**src/rtl/arm_ctrl_pkg.sv**
```systemverilog
// Purpose: shared encodings for the multicycle ARM control path (states, ALU ops, conditions, mux selects).
// Latency: n/a (types, constants and a combinational decode helper only).
// Backpressure: n/a.
package arm_ctrl_pkg;

    typedef enum logic [3:0] {
        S_FETCH    = 4'd0,
        S_DECODE   = 4'd1,
        S_MEMADR   = 4'd2,
        S_MEMRD    = 4'd3,
        S_MEMWB    = 4'd4,
        S_MEMWR    = 4'd5,
        S_EXECUTER = 4'd6,
        S_EXECUTEI = 4'd7,
        S_ALUWB    = 4'd8,
        S_BRANCH   = 4'd9
    } state_t;

    // ALUControl encodings
    localparam logic [3:0] ALU_ADD = 4'b0000;
    localparam logic [3:0] ALU_SUB = 4'b0001;
    localparam logic [3:0] ALU_AND = 4'b0101;
    localparam logic [3:0] ALU_ORR = 4'b0110;
    localparam logic [3:0] ALU_MOV = 4'b1010;

    // Data-processing cmd field, Funct[4:1]
    localparam logic [3:0] CMD_AND = 4'b0000;
    localparam logic [3:0] CMD_SUB = 4'b0010;
    localparam logic [3:0] CMD_ADD = 4'b0100;
    localparam logic [3:0] CMD_CMP = 4'b1010;
    localparam logic [3:0] CMD_ORR = 4'b1100;
    localparam logic [3:0] CMD_MOV = 4'b1101;

    // Condition codes, Instr[31:28]
    localparam logic [3:0] COND_EQ = 4'b0000;
    localparam logic [3:0] COND_NE = 4'b0001;
    localparam logic [3:0] COND_CS = 4'b0010;
    localparam logic [3:0] COND_CC = 4'b0011;
    localparam logic [3:0] COND_MI = 4'b0100;
    localparam logic [3:0] COND_PL = 4'b0101;
    localparam logic [3:0] COND_VS = 4'b0110;
    localparam logic [3:0] COND_VC = 4'b0111;
    localparam logic [3:0] COND_HI = 4'b1000;
    localparam logic [3:0] COND_LS = 4'b1001;
    localparam logic [3:0] COND_GE = 4'b1010;
    localparam logic [3:0] COND_LT = 4'b1011;
    localparam logic [3:0] COND_GT = 4'b1100;
    localparam logic [3:0] COND_LE = 4'b1101;
    localparam logic [3:0] COND_AL = 4'b1110;

    // Instruction classes, Instr[27:26]
    localparam logic [1:0] OP_DP  = 2'b00;
    localparam logic [1:0] OP_MEM = 2'b01;
    localparam logic [1:0] OP_BR  = 2'b10;

    // ResultSrc / ALUSrcB selects
    localparam logic [1:0] RES_ALUOUT = 2'b00;
    localparam logic [1:0] RES_DATA   = 2'b01;
    localparam logic [1:0] RES_ALURES = 2'b10;
    localparam logic [1:0] SRCB_RD2   = 2'b00;
    localparam logic [1:0] SRCB_IMM   = 2'b01;
    localparam logic [1:0] SRCB_FOUR  = 2'b10;

    typedef struct packed {
        logic       legal;     // cmd is in the supported subset
        logic       no_write;  // result is not written back (CMP)
        logic       arith;     // ADD/SUB/CMP: C and V are meaningful
        logic [3:0] alu_ctl;
    } dp_dec_t;

    function automatic dp_dec_t dp_decode(input logic [3:0] cmd, input logic s_bit);
        dp_dec_t d;
        d = '{legal: 1'b1, no_write: 1'b0, arith: 1'b0, alu_ctl: ALU_ADD};
        case (cmd)
            CMD_ADD: begin d.alu_ctl = ALU_ADD; d.arith = 1'b1; end
            CMD_SUB: begin d.alu_ctl = ALU_SUB; d.arith = 1'b1; end
            CMD_AND: d.alu_ctl = ALU_AND;
            CMD_ORR: d.alu_ctl = ALU_ORR;
            CMD_MOV: d.alu_ctl = ALU_MOV;
            CMD_CMP: begin
                // CMP only exists with S set; without it the encoding is undefined
                if (s_bit) begin
                    d.alu_ctl  = ALU_SUB;
                    d.arith    = 1'b1;
                    d.no_write = 1'b1;
                end else begin
                    d.legal = 1'b0;
                end
            end
            default: d.legal = 1'b0;
        endcase
        return d;
    endfunction

endpackage

```
**src/rtl/multicycle_ctrl_fsm_cond_unit.sv**
```systemverilog
// Purpose: evaluates an ARM condition field against registered NZCV.
// Latency: combinational, zero cycles.
// Backpressure: none.
// Ports: i_cond (Instr[31:28]), i_flags (NZCV), o_cond_ex (1 = instruction executes).
module cond_unit
    import arm_ctrl_pkg::*;
(
    input  logic [3:0] i_cond,
    input  logic [3:0] i_flags,
    output logic       o_cond_ex
);

    logic w_n, w_z, w_c, w_v, w_ge;

    assign {w_n, w_z, w_c, w_v} = i_flags;
    assign w_ge = (w_n == w_v);

    always_comb begin
        o_cond_ex = 1'b0;
        case (i_cond)
            COND_EQ: o_cond_ex = w_z;
            COND_NE: o_cond_ex = ~w_z;
            COND_CS: o_cond_ex = w_c;
            COND_CC: o_cond_ex = ~w_c;
            COND_MI: o_cond_ex = w_n;
            COND_PL: o_cond_ex = ~w_n;
            COND_VS: o_cond_ex = w_v;
            COND_VC: o_cond_ex = ~w_v;
            COND_HI: o_cond_ex = w_c & ~w_z;
            COND_LS: o_cond_ex = ~w_c | w_z;
            COND_GE: o_cond_ex = w_ge;
            COND_LT: o_cond_ex = ~w_ge;
            COND_GT: o_cond_ex = ~w_z & w_ge;
            COND_LE: o_cond_ex = w_z | ~w_ge;
            COND_AL: o_cond_ex = 1'b1;
            default: o_cond_ex = 1'b0;  // 1111 is treated as never
        endcase
    end

endmodule

```
**src/rtl/multicycle_ctrl_fsm.sv**
```systemverilog
// Purpose: multicycle ARM sequencer; walks each instruction through shared ALU/memory states, owns NZCV.
// Latency: DP 4 (CMP 3), LDR 5, STR 4, B 3, cond-fail 2 cycles; +1 per MemReady=0 cycle in FETCH/MEMRD/MEMWR.
// Backpressure: stalls in FETCH/MEMRD/MEMWR until MemReady; MemWrite held across the stall.
// Ports: clk, reset (async active-low); Cond/Op/Funct/Rd from IR; ALUFlags, MemReady from datapath;
//        enables PCWrite/IRWrite/RegWrite/MemWrite; selects AdrSrc/ALUSrcA/ALUSrcB/ResultSrc/ImmSrc/RegSrc;
//        ALUControl; Flags (registered NZCV); State (debug).
module multicycle_ctrl_fsm
    import arm_ctrl_pkg::*;
(
    input  logic       clk,
    input  logic       reset,
    input  logic [3:0] Cond,
    input  logic [1:0] Op,
    input  logic [5:0] Funct,
    input  logic [3:0] Rd,
    input  logic [3:0] ALUFlags,
    input  logic       MemReady,
    output logic       PCWrite,
    output logic       IRWrite,
    output logic       RegWrite,
    output logic       MemWrite,
    output logic       AdrSrc,
    output logic       ALUSrcA,
    output logic [1:0] ALUSrcB,
    output logic [1:0] ResultSrc,
    output logic [1:0] ImmSrc,
    output logic [1:0] RegSrc,
    output logic [3:0] ALUControl,
    output logic [3:0] Flags,
    output logic [3:0] State
);

    state_t     r_state;
    state_t     w_next;
    logic [3:0] r_flags;
    logic       r_cond_ex;
    logic       w_cond_ex;
    dp_dec_t    w_dp;
    logic       w_rd_pc;
    logic       w_flag_upd;
    logic       w_pcwrite, w_irwrite, w_regwrite, w_memwrite;

    cond_unit u_cond (
        .i_cond    (Cond),
        .i_flags   (r_flags),
        .o_cond_ex (w_cond_ex)
    );

    assign w_dp    = dp_decode(Funct[4:1], Funct[0]);
    assign w_rd_pc = (Rd == 4'd15);

    // Flags move on the execute edge only for a taken, legal, S-suffixed op
    assign w_flag_upd = ((r_state == S_EXECUTER) || (r_state == S_EXECUTEI)) &&
                        r_cond_ex && Funct[0] && w_dp.legal;

    always_ff @(posedge clk or negedge reset) begin
        if (!reset) begin
            r_state <= S_FETCH;
        end else begin
            r_state <= w_next;
        end
    end

    always_ff @(posedge clk or negedge reset) begin
        if (!reset) begin
            r_cond_ex <= 1'b0;
        end else if (r_state == S_DECODE) begin
            r_cond_ex <= w_cond_ex;
        end
    end

    always_ff @(posedge clk or negedge reset) begin
        if (!reset) begin
            r_flags <= 4'b0000;
        end else if (w_flag_upd) begin
            r_flags[3:2] <= ALUFlags[3:2];
            if (w_dp.arith) begin
                r_flags[1:0] <= ALUFlags[1:0];
            end
        end
    end

    always_comb begin
        w_next     = r_state;
        w_pcwrite  = 1'b0;
        w_irwrite  = 1'b0;
        w_regwrite = 1'b0;
        w_memwrite = 1'b0;
        AdrSrc     = 1'b0;
        ALUSrcA    = 1'b0;
        ALUSrcB    = SRCB_RD2;
        ResultSrc  = RES_ALUOUT;
        ALUControl = ALU_ADD;
        case (r_state)
            S_FETCH: begin
                ALUSrcA   = 1'b1;
                ALUSrcB   = SRCB_FOUR;
                ResultSrc = RES_ALURES;
                if (MemReady) begin
                    w_irwrite = 1'b1;
                    w_pcwrite = 1'b1;
                    w_next    = S_DECODE;
                end
            end
            S_DECODE: begin
                // PC+4 again so R15 reads as PC+8 during register read
                ALUSrcA = 1'b1;
                ALUSrcB = SRCB_FOUR;
                if (!w_cond_ex) begin
                    w_next = S_FETCH;
                end else begin
                    case (Op)
                        OP_MEM:  w_next = S_MEMADR;
                        OP_DP:   w_next = Funct[5] ? S_EXECUTEI : S_EXECUTER;
                        OP_BR:   w_next = S_BRANCH;
                        default: w_next = S_FETCH;
                    endcase
                end
            end
            S_MEMADR: begin
                ALUSrcB = SRCB_IMM;
                w_next  = Funct[0] ? S_MEMRD : S_MEMWR;
            end
            S_MEMRD: begin
                AdrSrc = 1'b1;
                if (MemReady) begin
                    w_next = S_MEMWB;
                end
            end
            S_MEMWB: begin
                ResultSrc  = RES_DATA;
                w_regwrite = r_cond_ex;
                w_pcwrite  = r_cond_ex & w_rd_pc;
                w_next     = S_FETCH;
            end
            S_MEMWR: begin
                AdrSrc     = 1'b1;
                w_memwrite = r_cond_ex;
                if (MemReady) begin
                    w_next = S_FETCH;
                end
            end
            S_EXECUTER, S_EXECUTEI: begin
                ALUSrcB    = (r_state == S_EXECUTEI) ? SRCB_IMM : SRCB_RD2;
                ALUControl = w_dp.alu_ctl;
                w_next     = (w_dp.legal && !w_dp.no_write) ? S_ALUWB : S_FETCH;
            end
            S_ALUWB: begin
                ResultSrc  = RES_ALUOUT;
                w_regwrite = r_cond_ex;
                w_pcwrite  = r_cond_ex & w_rd_pc;
                w_next     = S_FETCH;
            end
            S_BRANCH: begin
                ALUSrcB   = SRCB_IMM;
                ResultSrc = RES_ALURES;
                w_pcwrite = r_cond_ex;
                w_next    = S_FETCH;
            end
            default: w_next = S_FETCH;
        endcase
    end

    // Enables are qualified by reset so a mid-access reset drops them in the same cycle
    assign PCWrite  = reset & w_pcwrite;
    assign IRWrite  = reset & w_irwrite;
    assign RegWrite = reset & w_regwrite;
    assign MemWrite = reset & w_memwrite;

    assign ImmSrc = (Op == 2'b11) ? 2'b00 : Op;
    assign RegSrc = {(Op == OP_MEM), (Op == OP_BR)};
    assign Flags  = r_flags;
    assign State  = r_state;

endmodule

```
**config.mk**
```make
export PLATFORM = sky130hd
export DESIGN_NAME = multicycle_ctrl_fsm
export DESIGN_NICKNAME = d
export VERILOG_FILES = /design/src/rtl/arm_ctrl_pkg.sv /design/src/rtl/multicycle_ctrl_fsm_cond_unit.sv /design/src/rtl/multicycle_ctrl_fsm.sv
export SDC_FILE = /design/constraint.sdc
export NUM_CORES = 1
export LEC_CHECK = 0
export CAP_MARGIN = 30
export CORE_UTILIZATION = 36
export DETAILED_ROUTE_END_ITERATION = 8
export PLACE_DENSITY = 0.77
export SYNTH_ARGS = -nofsm -noshare
export SYNTH_HDL_FRONTEND = slang
export SYNTH_HIERARCHICAL = 1
export SYNTH_SLANG_ARGS = --single-unit
export TNS_END_PERCENT = 100
```
**constraint.sdc**
```tcl
create_clock -name clk -period 2 [get_ports clk]
set_clock_uncertainty 0.2 [all_clocks]
set_input_delay 0.3 -clock clk [delete_from_list [all_inputs] [get_ports clk]]
set_output_delay 0.3 -clock clk [all_outputs]
set_load 0.01 [all_outputs]
```
After elaboration in Yosys (flattened, before gate mapping). Cells that the tools add are included.

Add/subtract/negate cells: 0. Multiply operators: 0. Divide/modulo/power cells: 0. Order comparisons: 0. Eq/ne operators: 36. Shift-type cells: 0. Multiplexer cells: 28. Bitwise gates (word level): 14. Reductions and logical operators: 20.

Operator list (count): == test 4 bit, second input constant (13); == test 4 x 3 -> 1 bit, second input constant (9); 2-to-1 mux 4 bit (6); case mux 4 bit (6 select lines) (1); == test 4 x 2 -> 1 bit, second input constant (5); case mux 4 bit (5 select lines) (1); case mux 1 bit (15 select lines) (1); OR reduction 2 bit (7); logical NOT 4 bit (3); case mux 4 bit (3 select lines) (1); 2-to-1 mux 1 bit (10); == test 4 x 1 -> 1 bit, second input constant (2); AND 1 bit (7); 2-to-1 mux 6 bit (1); inequality test 2 bit, second input constant (3); case mux 2 bit (3 select lines) (1); NOT 1 bit (5); OR reduction 5 bit (1); == test 2 bit, second input constant (2); logical AND 1 bit (4); case mux 1 bit (2 select lines) (2); case mux 2 bit (2 select lines) (1); 2-to-1 mux 3 bit (1); case mux 1 bit (3 select lines) (1); other kinds (9) (10).

Register bits: 9. Bits in latches: 0. Bits in writable memories: 0. Memory bits (read-only): 0. Input bits: 23. Memories kept: 0.

Depth between registers and ports, before layout.
Word-level depth: 6. Gate-level depth with buffers: 9. Mapped depth without buffers: 8.

Modules after synthesis. Netlist, hierarchy kept.

Modules (own cells, without submodules): multicycle_ctrl_fsm (times used 1, cells each 91, area each 762.0 sq um); cond_unit (times used 1, cells each 28, area each 193.9 sq um).

Worst setup path before layout. Ideal clock, no wire load.

Path type: register to register. From: register r_flags[3], in the netlist Flags[3]. To: register r_state[2], in the netlist State[2]. Arrival: 1.701 ns. Path slack: -0.030 ns. Cell stages (with the launch flop): 9. Path buffers: 0. Period minus slack after synthesis: 2.030 ns. Path through: dfrtp_1 xnor2_2 o22ai_1 a211o_1 a211o_1 nand2b_1 nor4_1 o211ai_1 o31ai_1.

Cells in the longest elaborated chain, start to end: 6.

RTL lines: from (decl) (line multicycle_ctrl_fsm.sv:35) `logic [3:0] r_flags;`; from (signal assigned) (line multicycle_ctrl_fsm.sv:76) `r_flags[3:2] <= ALUFlags[3:2];`; == test 1 bit (line multicycle_ctrl_fsm_cond_unit.sv:16) `assign w_ge = (w_n == w_v);`; NOT 1 bit (line multicycle_ctrl_fsm_cond_unit.sv:32, multicycle_ctrl_fsm_cond_unit.sv:34); bitwise OR 1 bit (line multicycle_ctrl_fsm_cond_unit.sv:34) `COND_LE: o_cond_ex = w_z | ~w_ge;`; case mux 1 bit (15 select lines) (*) (line multicycle_ctrl_fsm_cond_unit.sv:20) `case (i_cond)`; named net w_cond_ex (line multicycle_ctrl_fsm.sv:37) `logic w_cond_ex;`; 2-to-1 mux 4 bit (*) (line multicycle_ctrl_fsm.sv:109) `if (!w_cond_ex) begin`; case mux 4 bit (6 select lines) (*) (line multicycle_ctrl_fsm.sv:94) `case (r_state)`; to (signal assigned) (line multicycle_ctrl_fsm.sv:60) `r_state <= w_next;`; to (decl) (line multicycle_ctrl_fsm.sv:33) `state_t r_state;`.

The timed path passes the listed nets; every way through them passes the cells marked *. A chain may end at the register's enable or synchronous reset.

Worst setup path after layout.
From: register r_state[2], in the netlist State[2]. To: output port PCWrite.

Cells in the longest elaborated chain, start to end: 4.

RTL lines: == test 4 bit / == test 4 x 3 -> 1 bit (equally long branches) (line multicycle_ctrl_fsm.sv:94); OR reduction 2 bit (no source line); case mux 1 bit (3 select lines) (*) (line multicycle_ctrl_fsm.sv:94); AND 1 bit (*) (line multicycle_ctrl_fsm.sv:165) `assign PCWrite = reset & w_pcwrite;`; to (decl) (line multicycle_ctrl_fsm.sv:18) `output logic PCWrite,`.

Every way passes the cells marked *; elsewhere a longest branch is shown, timed or not.

==> metrics.csv <==
metric,value,unit
drt_iter0_markers,27,
final_cells,230,
synthesis.area,956,um^2
antenna_cells,0,
synth_cells,119,
cellLeakagePower,0.799,nW
yosys_warnings,6,
insertion_delay,0.26,ns
grt_usage,23.8,%
grt-ovfl-total,0,
syn_area_per_cell,8.03,um^2
clkPwrFrac,9.8,%
first_global_vias,1196,
portBuffers,48,
violations,setup timing,
post_dp_cell_area,1690,um^2
setup_ws,-0.153,ns
dp.cells,223,
drv_slew,0,
switchingPower,0.631,mW
finalHoldViolCount,0,
vias,1226,
routedWlPerCell,14.3,um
grt_pass1_wl,4920,um
power_switching_share,42.3,%
rows,18,
outcome,"finished, violations left",
htreeDepth,1,
yosysUniqueCellTypes,47,
stdcell_area,1780,um^2
area_growth,86.6,%
cts_buffers,3,
setup_viol,5,
antenna_found_initial,0,
maxCapViolations,0,
grt_max_degree,12,
ir_drop,0.761,mV
hold_slack,0.204,ns
die_w,53.5,um
synth_top_area_share,23.6,%
crit_type,register to output port,
clk_path_buf_depth,2,
ant_nets,0,
power_frac_comb,70.2,%
internal_power,0.862,mW
final_nets,224,
timing.final.crit_share,108,%
drc,0,
rsz0062_at_grt,yes,
arrival,1.65,ns
hp-class,primary input to async pin,
cts-root-buf,clkbuf_4,
worst_pin_slew,0.341,ns
start_util,38.2,%
syn_nets,142,
seqPwrFrac,20.0,%
critPathMaxFanout,3,
synth_area_leaders,"dfrtp_1, nand2b_1, mux2_4, nor2_1, nor3_1",
wl,3290,um
dp_hpwl,2440,um
critPathCaptureType,output port,
startpoint_type,register,
synth-seq-cells,9,
layout-drive-gt1-share,38.5,%
finalSetupTns,-0.425,ns
tritoncts,built,
timing.fmax,465,MHz
maxSlewHeadroom,77.3,%
routed_via_density,5.33,
die_height,53.5,um
final_util,71.4,%
path_clk_slew,0.07,ns
holdBufCountCts,0,
ios,49,
clock-sinks,9,
power_density,836,nW/um^2
die_area,2870,um^2
min_period,2.15,ns
core,2500,um^2
finalWeightedCongestion,0.873,
yosys.area.top_type,dfrtp_1,
required,1.50,ns
ys_seq_area_share,23.6,%
first_pass_iters,4,
## metal layers
layer / GRT usage, % / routed length (um) / up-vias
li1: - / - / 602
met1: 25.3 / 1320 / 575
met2: 46.0 / 1800 / 47
met3: 4.24 / 152 / 2
met4: 8.77 / 23 / 0
met5: 0 / 0 / -
## cell usage after synthesis, drive strengths merged
| master | instances |
|---|---|
| and3b | 1 |
| inv | 3 |
| xnor2 | 2 |
| dfrtp | 9 |
| nor4b | 1 |
| nor2b | 5 |
| nand2b | 9 |
| a41oi | 1 |
| nor4 | 5 |
| buf | 6 |
| a211o | 2 |
| o211ai | 4 |
| o32ai | 2 |
| clkbuf | 3 |
| or4 | 1 |
| a2bb2oi | 1 |
| mux2 | 5 |
| nor3 | 7 |
| nand4 | 1 |
| a21boi | 1 |
| o31a | 1 |
| and2 | 1 |
| o22ai | 2 |
| a21oi | 5 |
| nor3b | 2 |
| a31oi | 1 |
| or2b | 1 |
| o32a | 1 |
| nand3 | 2 |
| a32o | 1 |
| a2111o | 1 |
| a221oi | 1 |
| o31ai | 2 |
| o21bai | 1 |
| or2 | 2 |
| a22oi | 1 |
| nand3b | 1 |
| xor2 | 4 |
| o21ai | 2 |
| and2b | 1 |
| nor2 | 10 |
| nand2 | 7 |
## sequential cells by signal, summed over array words and instances (netlist names)
name	cells
State	4
Flags	4
r_cond_ex	1
## power groups by stage
stage	sequential (mW)	combinational, mW	clock, mW
6_report	0.299	1.05	0.146
3_5_place_dp	0.293	1.04	0
4_1_cts	0.296	0.988	0.149
3_3_place_gp	0.295	1.02	0
5_1_grt	0.304	1.13	0.153
2_1_floorplan	0.308	0.471	0
## through the flow
stage / power [mW] / worst slack, ns
after global routing: 1.58 / -0.204
after CTS: 1.43 / -0.243
final: 1.49 / -0.153
after global placement: 1.32 / -0.475
after detailed placement: 1.33 / -0.604
after floorplan: 0.779 / 0.0117
## critical path, cell delays in order (launching register included)
cell	delay, ns
dfrtp_1	0.40
nand2b_1	0.16
a2111o_1	0.42
o32a_1	0.16
nor2_1	0.10
buf_2	0.14
## path summary, 6_finish.rpt
check	slack (ns)	startpoint	cells after the start	endpoint
worst max-delay path	-0.15	State[2]	5	PCWrite
worst min-delay path	0.20	reset	2	State[2]
max in group asynchronous	1.24	reset	2	Flags[3]
worst max register to register	-0.08	Flags[0]	8	State[2]
min in group clk	0.40	Flags[3]	1	Flags[3]
worst min register to register	0.40	Flags[3]	1	Flags[3]
## final cells by class
type	instances	area, um^2
multi-input cells	98	762
repair buffers	86	717
fillers	194	716
flip-flops and latches	9	230
well taps	30	37.5
clock buffers	4	26.3
inverters	3	11.3
## timing repair
action / in CTS / in global routing
gates cloned: 0 / 0
pin swaps: 3 / 2
resized for setup: 57 / 23
endpoints found under the setup margin: 25 / 17
setup buffers: 1 / 2
## cells in the final DEF, fill, tap and decap left out, drive strengths merged, types with 3 or more instances in the layout
cell type / count
nand2b: 9
nor2b: 5
nand2: 7
dfrtp: 9
xor2: 4
buf: 46
nor2: 10
clkbuf: 6
mux2: 5
nor4: 5
o211ai: 4
dlygate4sd2: 10
clkdlybuf4s50: 24
inv: 3
nor3: 7
clkdlybuf4s15: 3
a21oi: 5
## kinds of logic after synthesis
kind of cell | count (synthesis) | share of synthesized area (%)
flops | 9 | 23.6
buf+inv | 12 | 6.02
xor+xnor | 6 | 6.28
mux | 5 | 7.07
simple gates | 57 | 33.8
compound gates | 30 | 23.3
Power figures use the tool's default switching activity.
